<file path="config.mk">
export PLATFORM = sky130hd
export DESIGN_NAME = updown_count_monitor_flat
export DESIGN_NICKNAME = d
export VERILOG_FILES = /design/src/rtl/updown_count_monitor_pkg.sv /design/src/rtl/updown_count_monitor_if.sv /design/src/rtl/updown_step_classify.sv /design/src/rtl/updown_count_monitor.sv /design/src/flat_wrapper.sv
export SDC_FILE = /design/constraint.sdc
export NUM_CORES = 1
export LEC_CHECK = 0
export CORE_MARGIN = 5
export CORE_UTILIZATION = 49
export CTS_CLUSTER_SIZE = 30
export DETAILED_ROUTE_END_ITERATION = 6
export PLACE_DENSITY = 0.75
export SLEW_MARGIN = 30
export SYNTH_ARGS = -nofsm -noshare
export SYNTH_HDL_FRONTEND = slang
export SYNTH_SLANG_ARGS = --single-unit
export TNS_END_PERCENT = 5
</file>
<file path="constraint.sdc">
create_clock -name clk -period 2.4 [get_ports clk]
set_input_delay 0.36 -clock clk [delete_from_list [all_inputs] [get_ports clk]]
set_output_delay 0.36 -clock clk [all_outputs]
set_load 0.02 [all_outputs]
</file>
<file path="src/rtl/updown_count_monitor_pkg.sv">
// updown_mon_pkg: shared types for the up/down count monitor.
//   state_e : monitor FSM states (INIT, ACQ, LOCK)
//   step_e  : classification of one sample-to-sample step
//   RUN_W   : run-length counter width, wide enough for LOCK_CNT up to 15
package updown_mon_pkg;

    typedef enum logic [1:0] {
        INIT,
        ACQ,
        LOCK
    } state_e;

    typedef enum logic [1:0] {
        STEP_UP,
        STEP_DN,
        STEP_HOLD,
        STEP_BAD
    } step_e;

    localparam int RUN_W = 4;

endpackage

</file>
<file path="src/rtl/updown_count_monitor_if.sv">
// updown_count_monitor_if: observed count bus plus monitor status.
//   count_in : observed counter value (driven by the counter side)
//   locked, dir_up, dir_chg, wrap, step_err, err_cnt : monitor status
// Modports: master = counter/observer side, slave = monitor side.
interface updown_count_monitor_if #(
    parameter int WIDTH = 3,
    parameter int ERR_W = 8
);
    logic [WIDTH-1:0] count_in;
    logic             locked;
    logic             dir_up;
    logic             dir_chg;
    logic             wrap;
    logic             step_err;
    logic [ERR_W-1:0] err_cnt;

    modport master (
        output count_in,
        input  locked, dir_up, dir_chg, wrap, step_err, err_cnt
    );

    modport slave (
        input  count_in,
        output locked, dir_up, dir_chg, wrap, step_err, err_cnt
    );
endinterface

</file>
<file path="src/rtl/updown_step_classify.sv">
// updown_step_classify: combinational step classifier.
//   prev      : previous sample
//   cur       : current sample
//   cls       : STEP_UP (+1), STEP_DN (-1), STEP_HOLD (0), STEP_BAD (other),
//               all modulo 2^WIDTH
//   wrap_edge : step crosses max<->0 in either direction
module updown_step_classify
    import updown_mon_pkg::*;
#(
    parameter int WIDTH = 3
) (
    input  logic [WIDTH-1:0] prev,
    input  logic [WIDTH-1:0] cur,
    output step_e            cls,
    output logic             wrap_edge
);
    logic [WIDTH-1:0] delta;

    assign delta = cur - prev;

    always_comb begin
        cls = STEP_BAD;
        if (delta == WIDTH'(1)) begin
            cls = STEP_UP;
        end else if (delta == '1) begin
            cls = STEP_DN;
        end else if (delta == '0) begin
            cls = STEP_HOLD;
        end
    end

    assign wrap_edge = ((prev == '1) && (cur == '0)) ||
                       ((prev == '0) && (cur == '1));
endmodule

</file>
<file path="src/rtl/updown_count_monitor.sv">
// updown_count_monitor: watches a counter's count bus, infers and locks the
// counting direction, and flags direction changes, wrap-around and illegal
// steps. All outputs are registered.
//   clk  : rising-edge clock
//   rst  : asynchronous active-high reset
//   mon  : slave modport; count_in in, status (locked, dir_up, dir_chg,
//          wrap, step_err, err_cnt) out
// Build option: define UPDOWN_MON_HOLD_ERR_EN to treat a stalled count
// while locked as an illegal step; otherwise stalls are ignored.
module updown_count_monitor
    import updown_mon_pkg::*;
#(
    parameter int WIDTH    = 3,
    parameter int LOCK_CNT = 2,
    parameter int ERR_W    = 8
) (
    input  logic                 clk,
    input  logic                 rst,
    updown_count_monitor_if.slave mon
);
`ifdef UPDOWN_MON_HOLD_ERR_EN
    localparam bit HOLD_IS_ERR = 1'b1;
`else
    localparam bit HOLD_IS_ERR = 1'b0;
`endif

    state_e             state_q, state_d;
    logic [WIDTH-1:0]   prev_q, prev_d;
    logic [RUN_W-1:0]   run_q, run_d;
    logic               run_dir_q, run_dir_d;
    logic               locked_q, locked_d;
    logic               dir_up_q, dir_up_d;
    logic               dir_chg_q, dir_chg_d;
    logic               wrap_q, wrap_d;
    logic               step_err_q, step_err_d;
    logic [ERR_W-1:0]   err_cnt_q, err_cnt_d;

    step_e              cls;
    logic               wrap_edge;
    logic               is_move;
    logic               move_up;
    logic               lock_bad;
    logic [RUN_W-1:0]   run_nxt;

    updown_step_classify #(.WIDTH(WIDTH)) u_classify (
        .prev      (prev_q),
        .cur       (mon.count_in),
        .cls       (cls),
        .wrap_edge (wrap_edge)
    );

    assign is_move  = (cls == STEP_UP) || (cls == STEP_DN);
    assign move_up  = (cls == STEP_UP);
    // A stall only counts as an error once locked, and only when enabled.
    assign lock_bad = (cls == STEP_BAD) || (HOLD_IS_ERR && (cls == STEP_HOLD));
    // Continue the run if the direction matches, else restart at 1.
    assign run_nxt  = (move_up == run_dir_q) ? run_q + RUN_W'(1) : RUN_W'(1);

    always_comb begin
        state_d    = state_q;
        prev_d     = mon.count_in;
        run_d      = run_q;
        run_dir_d  = run_dir_q;
        locked_d   = locked_q;
        dir_up_d   = dir_up_q;
        dir_chg_d  = 1'b0;
        wrap_d     = 1'b0;
        step_err_d = 1'b0;

        unique case (state_q)
            INIT: begin
                // First sample after reset only seeds prev.
                state_d = ACQ;
                run_d   = '0;
            end
            ACQ: begin
                if (is_move) begin
                    run_d     = run_nxt;
                    run_dir_d = move_up;
                    if (run_nxt >= RUN_W'(LOCK_CNT)) begin
                        state_d  = LOCK;
                        locked_d = 1'b1;
                        dir_up_d = move_up;
                    end
                end else if (cls == STEP_BAD) begin
                    step_err_d = 1'b1;
                    run_d      = '0;
                end
            end
            LOCK: begin
                if (lock_bad) begin
                    step_err_d = 1'b1;
                    locked_d   = 1'b0;
                    state_d    = ACQ;
                    run_d      = '0;
                end else if (is_move) begin
                    if (move_up == dir_up_q) begin
                        wrap_d = wrap_edge;
                    end else begin
                        dir_chg_d = 1'b1;
                        run_d     = RUN_W'(1);
                        run_dir_d = move_up;
                        if (LOCK_CNT <= 1) begin
                            dir_up_d = move_up;
                        end else begin
                            locked_d = 1'b0;
                            state_d  = ACQ;
                        end
                    end
                end
            end
            default: state_d = INIT;
        endcase

        err_cnt_d = err_cnt_q;
        if (step_err_d && (err_cnt_q != '1)) begin
            err_cnt_d = err_cnt_q + ERR_W'(1);
        end
    end

    always_ff @(posedge clk or posedge rst) begin
        if (rst) begin
            state_q    <= INIT;
            prev_q     <= '0;
            run_q      <= '0;
            run_dir_q  <= 1'b0;
            locked_q   <= 1'b0;
            dir_up_q   <= 1'b0;
            dir_chg_q  <= 1'b0;
            wrap_q     <= 1'b0;
            step_err_q <= 1'b0;
            err_cnt_q  <= '0;
        end else begin
            state_q    <= state_d;
            prev_q     <= prev_d;
            run_q      <= run_d;
            run_dir_q  <= run_dir_d;
            locked_q   <= locked_d;
            dir_up_q   <= dir_up_d;
            dir_chg_q  <= dir_chg_d;
            wrap_q     <= wrap_d;
            step_err_q <= step_err_d;
            err_cnt_q  <= err_cnt_d;
        end
    end

    assign mon.locked   = locked_q;
    assign mon.dir_up   = dir_up_q;
    assign mon.dir_chg  = dir_chg_q;
    assign mon.wrap     = wrap_q;
    assign mon.step_err = step_err_q;
    assign mon.err_cnt  = err_cnt_q;
endmodule

</file>
<file path="src/flat_wrapper.sv">
// flat-port wrapper written by rule: the top's interface ports become plain ports
module updown_count_monitor_flat import updown_mon_pkg::*;
#(
    parameter int WIDTH    = 3,
    parameter int LOCK_CNT = 2,
    parameter int ERR_W    = 8
)
  (clk, rst, mon_count_in, mon_locked, mon_dir_up, mon_dir_chg, mon_wrap, mon_step_err, mon_err_cnt);
  updown_count_monitor_if #(.WIDTH(WIDTH), .ERR_W(ERR_W)) mon_i ();
  input  logic clk;
  input  logic rst;
  input wire logic [$bits(mon_i.count_in)-1:0] mon_count_in;
  output wire logic [$bits(mon_i.locked)-1:0] mon_locked;
  output wire logic [$bits(mon_i.dir_up)-1:0] mon_dir_up;
  output wire logic [$bits(mon_i.dir_chg)-1:0] mon_dir_chg;
  output wire logic [$bits(mon_i.wrap)-1:0] mon_wrap;
  output wire logic [$bits(mon_i.step_err)-1:0] mon_step_err;
  output wire logic [$bits(mon_i.err_cnt)-1:0] mon_err_cnt;
  assign mon_i.count_in = mon_count_in;
  assign mon_locked = mon_i.locked;
  assign mon_dir_up = mon_i.dir_up;
  assign mon_dir_chg = mon_i.dir_chg;
  assign mon_wrap = mon_i.wrap;
  assign mon_step_err = mon_i.step_err;
  assign mon_err_cnt = mon_i.err_cnt;
  updown_count_monitor #(.WIDTH(WIDTH), .LOCK_CNT(LOCK_CNT), .ERR_W(ERR_W)) u_core (.clk(clk), .rst(rst), .mon(mon_i));
endmodule
</file>
==> results.md <==
CTS:
- The source-to-sink clock delay at the later pin of the worst-skew pair is 330 ps.
- Counting the buffers created by CTS gives 3.
- The largest buffer count on any clock path is 2.
- The tree is rooted in a clkbuf_4.
- In this run the number of H-tree levels came out at 1.
- The TritonCTS clock tree is yes.
- The clock drives 23 sinks.
- The CTS clock-pin slew for the worst setup and hold paths is 140 ps.

Placement:
- The port buffer count is 17.
- After detailed placement, the design holds a cell count of 206.
- The worst-case setup slack after placement is -587 ps.
- The routability congestion estimate is 0.838.
- The total half-perimeter wirelength after legalization and detailed placement is 2380 µm.

Final layout:
- The relative area change from synthesis to final layout is 31.5%.
- The final layout net count is 195.
- The finished layout holds 211 standard cells, fillers aside.
- Cells with a size suffix above 1 make up 26.1% of the layout.
- 0 antenna diodes ended up in the layout.
- Cells fill 68.0% of the core in the end.

Timing:
- The worst path uses 100% of the clock period.
- The setup skew after layout is 8.21 ps.
- At the pin with the least slew margin, the transition time is 668 ps.
- The count of final setup violators is 2.
- Setup slack on the critical path of the routed design comes to -9.54 ps.
- Based on the critical path, the design can be clocked at up to 415 MHz.
- Setup repair after global routing could not meet its margin everywhere.
- Subtracting the final worst setup slack from the clock period gives 2410 ps.
- The number of hold violations in the final report is 0.
- The worst pin sits at a relative slew slack of 55.1%.
- The max-slew violation count is 0.

Synth:
- After synthesis the cells add up to 1440 µm².
- The count of mapped cells out of synthesis is 145.
- Among all flip-flop cells after synthesis, the most frequent one is dfrtp_1.
- The number of flops mapped to enable cells by yosys is 0.
- Yosys attributes the largest share of cell area to dfrtp_1 (40%), ha_1 (7.0%), xnor2_1 (3.7%), nor2_1 (3.4%), mux2i_1 (2.8%).
- The async set or reset register ratio after synthesis is 100%.
- Of the synthesized area, sequential elements account for 40.0%.
- The count of warnings emitted by yosys is 0.
- The fraction of synthesized cell area taken by the top area cell type is 40.0%.
- dfrtp_1 takes more of the synthesized area than any other cell.
- The number of nets handed over by synthesis was 159.
- After synthesis, the most frequently instantiated cells are dfrtp_1 (23), nor2_1 (13), nand2_1 (10).
- The most repeated cell in the gate-level netlist after synthesis is dfrtp_1.
- The number of unique standard cell types used by synthesis is 47.
- Counting flops and latches in the post-synthesis netlist gives 23.
- The synthesized area per cell is 9.91 µm².

Global route:
- The initial antenna violation count is 0.
- The pin count of the biggest net entering global routing is 24.
- Global routing used 16.9% of the available tracks.
- The wire length of the first global-routing pass is 5610 µm.
- After global routing the overflow that remains totals 0.
- The via count of the first global-routing pass came to 1234.

Pwr:
- The total leakage power is 0.000841 µW.
- Dividing total power by cell area gives a power density of 915 nW/µm².
- The completed layout was analyzed and its total power is 1730 µW.
- The highest ir drop seen on vdd is 0.780 mV.

Route:
- The number of design rule violations left after detail routing is 0.
- The number of optimization iterations in the first detailed-route pass is 5.
- After detailed routing, the number of vias per cell comes to 5.64.
- The final wirelength is 3360 µm.
- The count of nets left with antenna violations once routing finished came out at 0.
- Detailed routing inserted a total of 1190 vias.
- The mean routed wirelength per cell is 15.9 µm.
- In this run, the number of DRC markers left after iteration 0 of detailed routing was 23.

Job:
- Across the run, the number of max-cap violations was 0.

Worst setup path:
- The critical path is of the flip-flop to flip-flop type.
- Traced cell by cell, the critical path runs through ha_2, fa_2, buf_6, nor2_2, mux2_4, nor3_4, buf_4, nand2_1, xnor2_1.
- In this design, the stage delay of the slowest critical-path cell is 580 ps.
- Along the worst path, the maximum fanout reaches 6.
- The library cell contributing the largest single delay on the critical path is fa_2.
- The critical path data arrival time is 2630 ps.
- The launch point of the worst reg-to-reg path is u_core.prev_q[0].
- The required time at the endpoint of the critical path is 2620 ps.
- Following the worst setup path forward leads to its endpoint at u_core.mon.err_cnt[2].
- The total buffers and inverters traversed by the critical path is 2.
- Measured in cells, the most critical reg-to-reg path has a length of 9.
- The startpoint type of the worst setup path is a flip-flop.
- The worst register-to-register path has a setup slack of -10 ps.
- In this run the critical register-to-register path is captured at u_core.mon.err_cnt[2].
- STA classifies the critical path endpoint as a flip-flop.
- The path length in cells of the critical path is 9.
- In this run the worst setup path begins at u_core.prev_q[0].
- Among cell families on the critical path, the largest total delay comes from adder cells.

Die:
- After floorplanning, the core was divided into 19 placement rows.
- Pin placement for this block handled 18 I/O pins.
- The floorplan step set the die width to 64.2 µm.
- The initial core utilization is 51.7%.
- The core region is 2780 µm².
- The height of the chip is 64.2 µm.
- The die footprint is 4120 µm².

Worst hold path:
- The kind of path behind the tightest hold check is input pin to flip-flop.

Outcome:
- The checks that failed: negative setup slack.
- The run finished, with violations left.
-- flip-flops by register name, indices dropped and copies added, names as in the netlist, 2 cells and up --
signal	count
u_core.mon.err_cnt	8
u_core.prev_q	3
u_core.state_q	2
u_core.run_q	4
-- final cells by class --
cell class,count,area (µm²)
Timing Repair Buffer,38,344
Tap cell,31,38.8
Clock buffer,3,22.5
Fill cell,216,891
Clock inverter,1,5.00
Inverter,8,30.0
Sequential cell,23,576
Multi-Input combinational cell,107,875
-- cells by family (layout without fill, tap and decap cells) --
family / Yosys count / in the layout / share of synthesized area, %
adders and majority gates: 9 / 9 / 8.36
DFF: 23 / 23 / 40.0
buffers and inverters: 15 / 50 / 4.53
AOI/OAI and AO/OA: 25 / 25 / 12.7
and+or+nand+nor: 55 / 55 / 21.2
xor gates and xnor gates: 10 / 10 / 7.05
muxes: 8 / 8 / 6.18
-- cells in the final DEF, fill, tap and decap left out, drive strengths merged, types with 2 or more instances in the layout --
master	instances
nor2	13
ha	8
xor2	3
nand2	10
inv	8
and2	3
clkbuf	3
clkdlybuf4s50	15
nand3	4
and4	2
buf	21
dfrtp	23
nand3b	2
o21ai	8
o31ai	4
nand4	6
mux2i	4
o41ai	2
a21oi	2
mux2	4
nor3	4
or2	2
xnor2	6
-- layer usage --
layer | share of wire [%] | track usage, % | up-vias
met5 | 0 | 0 | -
met4 | 2.2 | 7.12 | 0
met3 | 3.9 | 2.98 | 10
met2 | 49 | 28.9 | 28
met1 | 44 | 20.8 | 567
li1 | - | - | 585
-- report_power, final --
group / switching (µW) / internal [µW]
sequential: 114 / 476
combinational: 478 / 465
clock: 134 / 62.7
-- what timing repair did --
item / 4_1_cts / 5_1_grt
setup endpoints to repair: 16 / 14
hold buffers: 0 / 0
pin swaps: 6 / 4
hold endpoints to repair: 0 / 0
setup buffers: 1 / 1
resized for setup: 16 / 5
-- worst min path at each step --
stage / start / slack, ps / endpoint / depth (start not counted)
6_report: mon_count_in[1] / 300 / u_core.prev_q[1] / 2
5_1_grt: mon_count_in[0] / 300 / u_core.prev_q[0] / 1
4_1_cts: mon_count_in[0] / 300 / u_core.prev_q[0] / 1
3_5_place_dp: u_core.mon.locked / 480 / u_core.mon.locked / 1
3_3_place_gp: u_core.mon.locked / 480 / u_core.mon.locked / 1
2_1_floorplan: rst / 360 / u_core.mon.dir_chg / 1
-- metrics by stage --
stage | setup TNS (ps) | area, µm² | hold slack [ps]
floorplan | -5.90 | 1460 | 362
global placement | -7200 | 1780 | 478
detailed placement | -8870 | 1780 | 477
CTS | -51.4 | 1870 | 301
global route | -440 | 1890 | 297
finish | -13.8 | 1890 | 300
Note: power is estimated with default switching activity, not from simulation.
